--- src/rtl/core_pkg.sv ---
// rtl/core_pkg.sv - shared decode types, opcodes and source-usage helpers
package core_pkg;

  localparam int DATA_WIDTH     = 32;
  localparam int REG_ADDR_WIDTH = 5;

  localparam logic [6:0] OP     = 7'b0110011;
  localparam logic [6:0] OP_IMM = 7'b0010011;
  localparam logic [6:0] LOAD   = 7'b0000011;
  localparam logic [6:0] STORE  = 7'b0100011;
  localparam logic [6:0] BRANCH = 7'b1100011;
  localparam logic [6:0] JAL    = 7'b1101111;
  localparam logic [6:0] JALR   = 7'b1100111;
  localparam logic [6:0] LUI    = 7'b0110111;
  localparam logic [6:0] AUIPC  = 7'b0010111;

  typedef enum logic [2:0] {IMM_I, IMM_S, IMM_B, IMM_U, IMM_J} imm_sel_e;
  typedef enum logic [1:0] {ALU_ADD, ALU_BRANCH, ALU_FUNCT, ALU_FUNCT_IMM} alu_op_e;
  typedef enum logic [1:0] {WB_ALU, WB_MEM, WB_PC4} wb_sel_e;
  typedef enum logic [1:0] {SRC_A_RS1, SRC_A_PC, SRC_A_ZERO} src_a_e;

  typedef struct packed {
    logic [DATA_WIDTH-1:0]     pc;
    logic [DATA_WIDTH-1:0]     pc_plus4;
    logic [DATA_WIDTH-1:0]     rd_data1;
    logic [DATA_WIDTH-1:0]     rd_data2;
    logic [DATA_WIDTH-1:0]     imm;
    logic [REG_ADDR_WIDTH-1:0] rs1_addr;
    logic [REG_ADDR_WIDTH-1:0] rs2_addr;
    logic [REG_ADDR_WIDTH-1:0] rd_addr;
    logic [2:0]                funct3;
    logic [6:0]                funct7;
    logic                      RegWrite;
    logic                      MemRead;
    logic                      MemWrite;
    logic                      Branch;
    logic                      Jump;
    logic                      ALUSrc;
    src_a_e                    ALUSrcA;
    alu_op_e                   ALUOp;
    wb_sel_e                   WBSel;
  } id_ex_data_t;

  function automatic logic uses_rs1(input logic [6:0] opcode);
    return !(opcode == LUI || opcode == AUIPC || opcode == JAL);
  endfunction

  function automatic logic uses_rs2(input logic [6:0] opcode);
    return (opcode == OP || opcode == STORE || opcode == BRANCH);
  endfunction

endpackage

--- src/rtl/immediate_generator.sv ---
// rtl/immediate_generator.sv - sign-extended immediate for each RV32 format
module immediate_generator
  import core_pkg::*;
(
  input  logic [31:0] instr,
  input  imm_sel_e    imm_sel,
  output logic [31:0] imm
);

  always_comb begin
    imm = '0;
    case (imm_sel)
      IMM_I:   imm = {{20{instr[31]}}, instr[31:20]};
      IMM_S:   imm = {{20{instr[31]}}, instr[31:25], instr[11:7]};
      IMM_B:   imm = {{19{instr[31]}}, instr[31], instr[7], instr[30:25], instr[11:8], 1'b0};
      IMM_U:   imm = {instr[31:12], 12'b0};
      IMM_J:   imm = {{11{instr[31]}}, instr[31], instr[19:12], instr[20], instr[30:21], 1'b0};
      default: imm = '0;
    endcase
  end

endmodule

--- src/rtl/main_control_unit.sv ---
// rtl/main_control_unit.sv - opcode to control-signal decode
module main_control_unit
  import core_pkg::*;
(
  input  logic [6:0] opcode,
  output logic       RegWrite,
  output logic       MemRead,
  output logic       MemWrite,
  output logic       Branch,
  output logic       Jump,
  output logic       ALUSrc,
  output src_a_e     ALUSrcA,
  output alu_op_e    ALUOp,
  output wb_sel_e    WBSel,
  output imm_sel_e   ImmSel
);

  always_comb begin
    RegWrite = 1'b0;
    MemRead  = 1'b0;
    MemWrite = 1'b0;
    Branch   = 1'b0;
    Jump     = 1'b0;
    ALUSrc   = 1'b0;
    ALUSrcA  = SRC_A_RS1;
    ALUOp    = ALU_ADD;
    WBSel    = WB_ALU;
    ImmSel   = IMM_I;
    case (opcode)
      OP: begin
        RegWrite = 1'b1;
        ALUOp    = ALU_FUNCT;
      end
      OP_IMM: begin
        RegWrite = 1'b1;
        ALUSrc   = 1'b1;
        ALUOp    = ALU_FUNCT_IMM;
      end
      LOAD: begin
        RegWrite = 1'b1;
        MemRead  = 1'b1;
        ALUSrc   = 1'b1;
        WBSel    = WB_MEM;
      end
      STORE: begin
        MemWrite = 1'b1;
        ALUSrc   = 1'b1;
        ImmSel   = IMM_S;
      end
      BRANCH: begin
        Branch = 1'b1;
        ALUOp  = ALU_BRANCH;
        ImmSel = IMM_B;
      end
      JAL: begin
        RegWrite = 1'b1;
        Jump     = 1'b1;
        ALUSrcA  = SRC_A_PC;
        ALUSrc   = 1'b1;
        WBSel    = WB_PC4;
        ImmSel   = IMM_J;
      end
      JALR: begin
        RegWrite = 1'b1;
        Jump     = 1'b1;
        ALUSrc   = 1'b1;
        WBSel    = WB_PC4;
      end
      LUI: begin
        RegWrite = 1'b1;
        ALUSrc   = 1'b1;
        ALUSrcA  = SRC_A_ZERO;
        ImmSel   = IMM_U;
      end
      AUIPC: begin
        RegWrite = 1'b1;
        ALUSrc   = 1'b1;
        ALUSrcA  = SRC_A_PC;
        ImmSel   = IMM_U;
      end
      default: ;
    endcase
  end

endmodule

--- src/rtl/regfile_bp.sv ---
// rtl/regfile_bp.sv - 2R1W integer register file, x0 hardwired, optional write-through bypass
module regfile_bp
  import core_pkg::*;
#(
  parameter int XLEN      = DATA_WIDTH,
  parameter int RA_W      = REG_ADDR_WIDTH,
  parameter int BYPASS_EN = 1,
  parameter int RF_RESET  = 1
) (
  input  logic            clk,
  input  logic            rst,
  input  logic [RA_W-1:0] ra1,
  input  logic [RA_W-1:0] ra2,
  output logic [XLEN-1:0] rd1,
  output logic [XLEN-1:0] rd2,
  input  logic            we,
  input  logic [RA_W-1:0] wa,
  input  logic [XLEN-1:0] wd
);

  localparam int NREGS = 2**RA_W;

  logic [XLEN-1:0] regs [1:NREGS-1];
  logic            wr_en;

  assign wr_en = we && (wa != '0);

  generate
    if (RF_RESET != 0) begin : g_rst
      always_ff @(posedge clk or posedge rst) begin
        if (rst) begin
          for (int i = 1; i < NREGS; i++) regs[i] <= '0;
        end else if (wr_en) begin
          regs[wa] <= wd;
        end
      end
    end else begin : g_nrst
      always_ff @(posedge clk) begin
        if (wr_en) regs[wa] <= wd;
      end
    end
  endgenerate

  // wr_en already excludes x0, so the bypass never leaks data onto x0
  always_comb begin
    rd1 = '0;
    if (ra1 != '0) rd1 = ((BYPASS_EN != 0) && wr_en && (wa == ra1)) ? wd : regs[ra1];
  end

  always_comb begin
    rd2 = '0;
    if (ra2 != '0) rd2 = ((BYPASS_EN != 0) && wr_en && (wa == ra2)) ? wd : regs[ra2];
  end

endmodule

--- src/rtl/id_stage_pipe.sv ---
// rtl/id_stage_pipe.sv - registered decode stage with valid/ready handshake,
// load-use interlock against the held instruction, and flush.
module id_stage_pipe
  import core_pkg::*;
#(
  parameter int XLEN      = DATA_WIDTH,
  parameter int RA_W      = REG_ADDR_WIDTH,
  parameter int BYPASS_EN = 1,
  parameter int HAZARD_EN = 1,
  parameter int RF_RESET  = 1
) (
  input  logic            clk,
  input  logic            rst,
  input  logic            in_valid_i,
  output logic            in_ready_o,
  input  logic [31:0]     in_instr_i,
  input  logic [XLEN-1:0] in_pc_i,
  input  logic [XLEN-1:0] in_pc_plus4_i,
  input  logic            flush_i,
  input  logic            wb_we_i,
  input  logic [RA_W-1:0] wb_addr_i,
  input  logic [XLEN-1:0] wb_data_i,
  output logic            out_valid_o,
  input  logic            out_ready_i,
  output id_ex_data_t     out_data_o,
  output logic            stall_o
);

  logic [6:0]      opcode;
  logic [RA_W-1:0] rs1, rs2, rd;
  logic [XLEN-1:0] rf_rd1, rf_rd2;
  logic [31:0]     imm;

  logic     RegWrite, MemRead, MemWrite, Branch, Jump, ALUSrc;
  src_a_e   ALUSrcA;
  alu_op_e  ALUOp;
  wb_sel_e  WBSel;
  imm_sel_e ImmSel;

  logic        load_dep, hazard, in_xfer, out_xfer;
  id_ex_data_t dec;

  assign opcode = in_instr_i[6:0];
  assign rd     = in_instr_i[7 +: RA_W];
  assign rs1    = in_instr_i[15 +: RA_W];
  assign rs2    = in_instr_i[20 +: RA_W];

  main_control_unit u_ctrl (
    .opcode   (opcode),
    .RegWrite (RegWrite),
    .MemRead  (MemRead),
    .MemWrite (MemWrite),
    .Branch   (Branch),
    .Jump     (Jump),
    .ALUSrc   (ALUSrc),
    .ALUSrcA  (ALUSrcA),
    .ALUOp    (ALUOp),
    .WBSel    (WBSel),
    .ImmSel   (ImmSel)
  );

  immediate_generator u_imm (
    .instr   (in_instr_i),
    .imm_sel (ImmSel),
    .imm     (imm)
  );

  regfile_bp #(
    .XLEN      (XLEN),
    .RA_W      (RA_W),
    .BYPASS_EN (BYPASS_EN),
    .RF_RESET  (RF_RESET)
  ) u_rf (
    .clk (clk),
    .rst (rst),
    .ra1 (rs1),
    .ra2 (rs2),
    .rd1 (rf_rd1),
    .rd2 (rf_rd2),
    .we  (wb_we_i),
    .wa  (wb_addr_i),
    .wd  (wb_data_i)
  );

  // Only the held instruction can be a load still in flight; older loads have already left.
  assign load_dep = in_valid_i && out_valid_o && out_data_o.MemRead && (out_data_o.rd_addr != '0) &&
                    ((uses_rs1(opcode) && (rs1 == out_data_o.rd_addr)) ||
                     (uses_rs2(opcode) && (rs2 == out_data_o.rd_addr)));
  assign hazard   = (HAZARD_EN != 0) && load_dep;

  assign in_ready_o = !hazard && (!out_valid_o || out_ready_i);
  assign stall_o    = hazard && out_ready_i;
  assign in_xfer    = in_valid_i && in_ready_o;
  assign out_xfer   = out_valid_o && out_ready_i;

  always_comb begin
    dec          = '0;
    dec.pc       = in_pc_i;
    dec.pc_plus4 = in_pc_plus4_i;
    dec.rd_data1 = rf_rd1;
    dec.rd_data2 = rf_rd2;
    dec.imm      = imm;
    dec.rs1_addr = rs1;
    dec.rs2_addr = rs2;
    dec.rd_addr  = RegWrite ? rd : '0;
    dec.funct3   = in_instr_i[14:12];
    dec.funct7   = in_instr_i[31:25];
    dec.RegWrite = RegWrite;
    dec.MemRead  = MemRead;
    dec.MemWrite = MemWrite;
    dec.Branch   = Branch;
    dec.Jump     = Jump;
    dec.ALUSrc   = ALUSrc;
    dec.ALUSrcA  = ALUSrcA;
    dec.ALUOp    = ALUOp;
    dec.WBSel    = WBSel;
  end

  always_ff @(posedge clk or posedge rst) begin
    if (rst) begin
      out_valid_o <= 1'b0;
      out_data_o  <= '0;
    end else if (flush_i) begin
      out_valid_o <= 1'b0;
    end else if (in_xfer) begin
      out_valid_o <= 1'b1;
      out_data_o  <= dec;
    end else if (out_xfer) begin
      out_valid_o <= 1'b0;
    end
  end

endmodule

--- config.mk ---
export PLATFORM = sky130hd
export DESIGN_NAME = id_stage_pipe
export DESIGN_NICKNAME = d
export VERILOG_FILES = /design/src/rtl/core_pkg.sv /design/src/rtl/immediate_generator.sv /design/src/rtl/main_control_unit.sv /design/src/rtl/regfile_bp.sv /design/src/rtl/id_stage_pipe.sv
export SDC_FILE = /design/constraint.sdc
export NUM_CORES = 2
export LEC_CHECK = 0
export BUFFER_PORTS_ARGS = -buffer_cell sky130_fd_sc_hd__buf_4
export CORE_UTILIZATION = 56
export DETAILED_ROUTE_END_ITERATION = 8
export PLACE_DENSITY_LB_ADDON = 0.05
export RECOVER_POWER = 100
export SLEW_MARGIN = 10
export SYNTH_ARGS = -nofsm -noshare
export SYNTH_HDL_FRONTEND = slang
export SYNTH_HIERARCHICAL = 1
export SYNTH_SLANG_ARGS = --single-unit
--- constraint.sdc ---
create_clock -name clk -period 36.4 [get_ports clk]
set_input_delay 1.82 -clock clk [delete_from_list [all_inputs] [get_ports clk]]
set_output_delay 1.82 -clock clk [all_outputs]
set_load 0.01 [all_outputs]
# Word-level counts from Yosys, hierarchy flattened
# Index checks and enable logic that the tools add are counted.
# classes
n_eq_ne,17
order_cmp,4
add_sub_neg,0
shift,0
mux,28
bitwise_logic,4
n_reduce_logical,35
div,0
multipliers,0
# op_table
cell,n
992-bit bitwise mux,1
32-bit binary-select mux with 5-bit select,2
32-bit two-way mux,9
32-bit demux with 5-bit select,1
32-bit one-hot mux with 5 select lines,1
"7-bit by 6-bit equality test with 1-bit output, second input constant",3
"7-bit equality test, second input constant",3
5-bit equality test,4
5-bit nonzero test,4
"6-bit >= comparator, second input constant",3
5-bit NOT with 6-bit output,3
"7-bit by 5-bit equality test with 1-bit output, second input constant",2
1-bit logical AND,14
7-bit OR reduction,2
3-bit one-hot mux with 4 select lines,1
1-bit two-way mux,9
2-bit one-hot mux with 2 select lines,2
"7-bit by 2-bit equality test with 1-bit output, second input constant",1
"3-bit by 2-bit equality test with 1-bit output, second input constant",2
1-bit logical OR,6
"6-bit by 1-bit < comparator with 1-bit output, second input constant",1
2-bit one-hot mux with 3 select lines,1
2-bit OR reduction,3
5-bit two-way mux,1
other kinds (7),9
# totals
reg_bits,1190
romBits,0
wordCells,139
inputBits,139
mem_count,0
ramBits,0
out_inout_bits,200
latch_bits,0

# Longest topological paths before layout
# logic_depth
word_depth,12
depth_mapped,12
ltp_nobuf,8

# By module
# The synthesis kept the hierarchy.
# modules_own_cells
module,cells_per_inst,seq_area_each_um2,n_inst,area_per_inst_um2
regfile_bp,3570,24823.8,1,53369.9
id_stage_pipe,956,4954.8,1,9277.6
immediate_generator,94,0.0,1,540.5
main_control_unit,38,0.0,1,231.5

# Least setup slack after synthesis
# OpenSTA, ideal clock, no wires.
# synth_timing
path_kind,input to output
startpoint,input port in_instr_i[3]
endpoint,output port in_ready_o
n_path_buf,3
setup_slack_ns,31.191
t_arrival_ns,3.389
required_ns,34.580
stages,8
path_cell_list,or3b_1 nor4_1 nand3b_1 o41ai_2 buf_6 buf_6 buf_6 nor2_1
# synth_between
elab_chain_cells,9
elab_cells_between_ends,17
cone_classes,eq/ne (6); reduce/logical (11)
# synth_rtl
element,line,rtl
start: declaration,id_stage_pipe.sv:16,"input logic [31:0] in_instr_i,"
7-bit by 6-bit equality test with 1-bit output / 7-bit by 5-bit equality test with 1-bit output (equally long branches),core_pkg.sv:45,return !(opcode == LUI || opcode == AUIPC || opcode == JAL);
1-bit logical OR (2 in series),core_pkg.sv:45,
1-bit zero test,core_pkg.sv:45,
1-bit logical AND,id_stage_pipe.sv:87,((uses_rs1(opcode) && (rs1 == out_data_o.rd_addr)) ||
1-bit logical OR *,id_stage_pipe.sv:87,
1-bit logical AND *,id_stage_pipe.sv:86,assign load_dep = in_valid_i && out_valid_o && out_data_o.MemRead && (out_data_o.rd_addr != '0) &&
1-bit zero test *,id_stage_pipe.sv:91,assign in_ready_o = !hazard && (!out_valid_o || out_ready_i);
1-bit logical AND *,id_stage_pipe.sv:91,
end: declaration,id_stage_pipe.sv:15,"output logic in_ready_o,"
# Every way passes the cells marked *; elsewhere a longest branch is shown, timed or not.

==> metrics.txt <==
worst endpoint required time=roughly 35 ns; Post-CTS Setup Inserts=0; Synth top area share=47.0%; maximum net fanout on the critical path=about 170; Final #Nets=between 4k and 5k; Die W=approximately 340 um; CTS Hold Bufs=0; CP Data Arrival Time=about 15 ns; count leader, synth=dfrtp_1; Worst Hold End=u_rf/regs[119]$_DFFE_PP0P_; CP bufs+invs=4; Crit Reg-Reg Startpoint=out_data_o[23]$_DFFE_PP0P_; Warnings, synthesis=6; Starting Density=around 56%; Cell Pwr Density=between 50 and 60 nW/um^2; first-pass GRT wire length=320000 um; Clock Root Buffer=clkbuf_16; Post-Syn Area=63400 um^2; initial DRC count=5148; Final min period=roughly 17 ns; total number of vias=between 40k and 50k; Core Box Area=~110000 um^2; Cells after Synth=4658; r2r worst-path depth=6; Inserted Diodes=0; final hold viol count=0; commonest cells in the synthesized netlist=dfrtp_1, mux2_2, mux4_2, clkbuf_1, nand3_1; die extent in y=roughly 340 um; I/O Buffers=338; Crit. End Element=asynchronous set/reset pin; Post-synth ARST share=100%; fill count=between 8k and 9k; Resized cells post-CTS=0; crit-path cells=clkbuf_1 -> clkinvlp_2 -> clkbuf_1 -> clkbuf_1; RSZ-0062 raised after global routing=no; Critical Path Start Type=input port; CTS tree=built; Num CTS Buffers=135; fmax=roughly 60 MHz; Worst Hold Depth=1; Leak Pwr=between 20 and 30 nW; cell area after layout=~70000 um^2; outcome=finished with violations; Setup CP Type=input port to asynchronous set/reset pin; slew margin rel.=-504%; area grow syn2layout=9.81%; MaxCap Viol Count=54; fraction of layout cells with a size suffix above 1=about two fifths; final setup vio count=0; Post-DP HPWL=124000 um; vias in the first global route=44.8k; die area=115000 um^2; worst vdd ir=approximately 46 uV; TritonRoute pass-1 iters=6; post-route clock period utilization=a little under half; DRC=0; grt ovf=0; register area share after synthesis=between 40 and 50%; register-to-register setup slack=approximately 27 ns; DR vias/cell=7.23; Hold Crit Class=register to register; Fin Setup TNS=0 ns; initial antenna violation count=9; fin. max-slew vios=between 2k and 2.5k; Mapped Avg Cell Area=between 10 and 15 um^2; min-delay src=u_rf/regs[119]$_DFFE_PP0P_; worst slew pin tran=around 9.1 ns; crit-path leading delay family=buffers and inverters; area leader, netlist=dfrtp_1; CTS Sinks=roughly 1.2k; clk_skew=~0.025 ns; mean routed wirelength per cell=34.6 um; failing checks=max-capacitance violations, max-slew violations; Clock Latency Late Sink=~0.76 ns; Netlist cell types=about 70; std cell rows=~120; Post-DRT Antenna Nets=0; Crit Reg-Reg Endpoint=out_data_o[167]$_DFFE_PP0P_; placed instance area=about 66000 um^2; Top cell by count, worst path=clkbuf_1; Syn Nets=roughly 4.8k; total I/O pin count=approximately 340; EDFF count, synth=0; top post-synthesis cells by area=dfrtp_1, mux2_2, mux4_2; H-tree depth=4; Clock Tree Buf Depth=3; Routed WL=approximately 220000 um; number of synthesized register bits=about 1.2k; Clock Pin Slew Worst Setup and Hold Paths=approximately 0.060 ns; gr usage total=between 30% and 40%; Placer Congestion=about 0.84; Slowest-stage cell, CP=clkbuf_1; largest net degree at the start of global routing=around 200; CP peak stage delay=6.46 ns; prevailing post-synth register cell=dfrtp_1
[area by class of cell]
| class | count | area, um^2 | area share (%) |
|---|---|---|---|
| Clock inverter | 33 | 273 | 0.392 |
| Sequential cell | 1190 | 29800 | 42.8 |
| Inverter | 11 | 43.8 | 0.0629 |
| Clock buffer | 206 | 4070 | 5.85 |
| Multi-Input combinational cell | 2912 | 31100 | 44.7 |
| Timing Repair Buffer | 441 | 2470 | 3.55 |
| Tap cell | 1500 | 1880 | 2.70 |
[stage by stage]
stage / power (W) / hold slack (ns) / utilization, % / setup slack, ns / cells
CTS: 0.00387 / 0.521 / 63.0 / 30.27 / 6293
finish: 0.00384 / 0.520 / 62.0 / 19.78 / 6293
detailed placement: 0.00253 / 0.508 / 59.2 / 30.10 / 6054
global route: 0.00399 / 0.528 / 62.0 / 16.65 / 6293
global placement: 0.00250 / 0.498 / 59.2 / 30.10 / 6054
floorplan: 0.00228 / 0.477 / - / 6.67 / 4658
[cell families (layout without fill, tap and decap cells)]
| family | count (synthesis) | count (layout) | share of synthesized area [%] |
|---|---|---|---|
| multiplexers | 1583 | 1583 | 35.5 |
| XOR/XNOR | 20 | 20 | 0.276 |
| AND/OR/NAND/NOR | 483 | 483 | 3.94 |
| AO/OA/AOI/OAI | 825 | 825 | 9.23 |
| buffers and inverters | 556 | 691 | 4.08 |
| adder cells (fa/ha/maj) | 1 | 1 | 0.0178 |
| flip-flops | 1190 | 1190 | 47.0 |
[worst max-delay path by stage]
stage	startpoint	endpoint	slack, ns	cells past startpoint
after floorplan	rst	u_rf/regs[0]$_DFFE_PP0P_	6.67	1
after global placement	rst	u_rf/regs[660]$_DFFE_PP0P_	30.10	6
after detailed placement	rst	u_rf/regs[10]$_DFFE_PP0P_	30.10	6
after CTS	in_instr_i[15]	stall_o	30.27	7
after global routing	rst	u_rf/regs[730]$_DFFE_PP0P_	16.65	4
final	rst	u_rf/regs[284]$_DFFE_PP0P_	19.78	4
[metal layers]
metal	vias to the layer above	GRT usage [%]	part of all wire [%]
met2	2615	56.4	45
met4	6	15.5	4.5
li1	18200	-	-
met5	-	0	0.013
met1	24100	54.3	40
met3	558	9.43	10
[registers in the layout, indices dropped and copies added (netlist names)]
| register | count |
|---|---|
| u_rf/regs | 992 |
| out_data_o | 197 |
| out_valid_o | 1 |
[power breakdown]
group	leakage, nW	switching, W	internal, W
Clock	2.15	0.000562	0.000785
Sequential	15.3	0.000179	0.00157
Combinational	12.0	0.000333	0.000420
Total	29.4	0.00107	0.00277
[placed cells by master (no fill, tap or decap), drive strengths merged, types with 30 or more instances in the layout]
cell type / Yosys / final
a2111oi: 31 / 31
a21oi: 69 / 69
a221oi: 61 / 61
a22o: 30 / 30
a22oi: 92 / 92
buf: 289 / 194
clkbuf: 256 / 453
dfrtp: 1190 / 1190
mux2: 1060 / 1060
mux2i: 96 / 96
mux4: 427 / 427
nand2: 67 / 67
nand3: 233 / 233
nor2: 58 / 58
o211ai: 197 / 197
o21ai: 203 / 203
o22a: 31 / 31
[worst register-to-register path: cells and delay by family (launching register included)]
kind            cells  cell delay (ns)
compound gates      2             1.18
xor+xnor            1             0.19
buf+inv             1             6.17
flops               1             0.45
simple gates        2             0.87
Power figures use the tool's default switching activity.
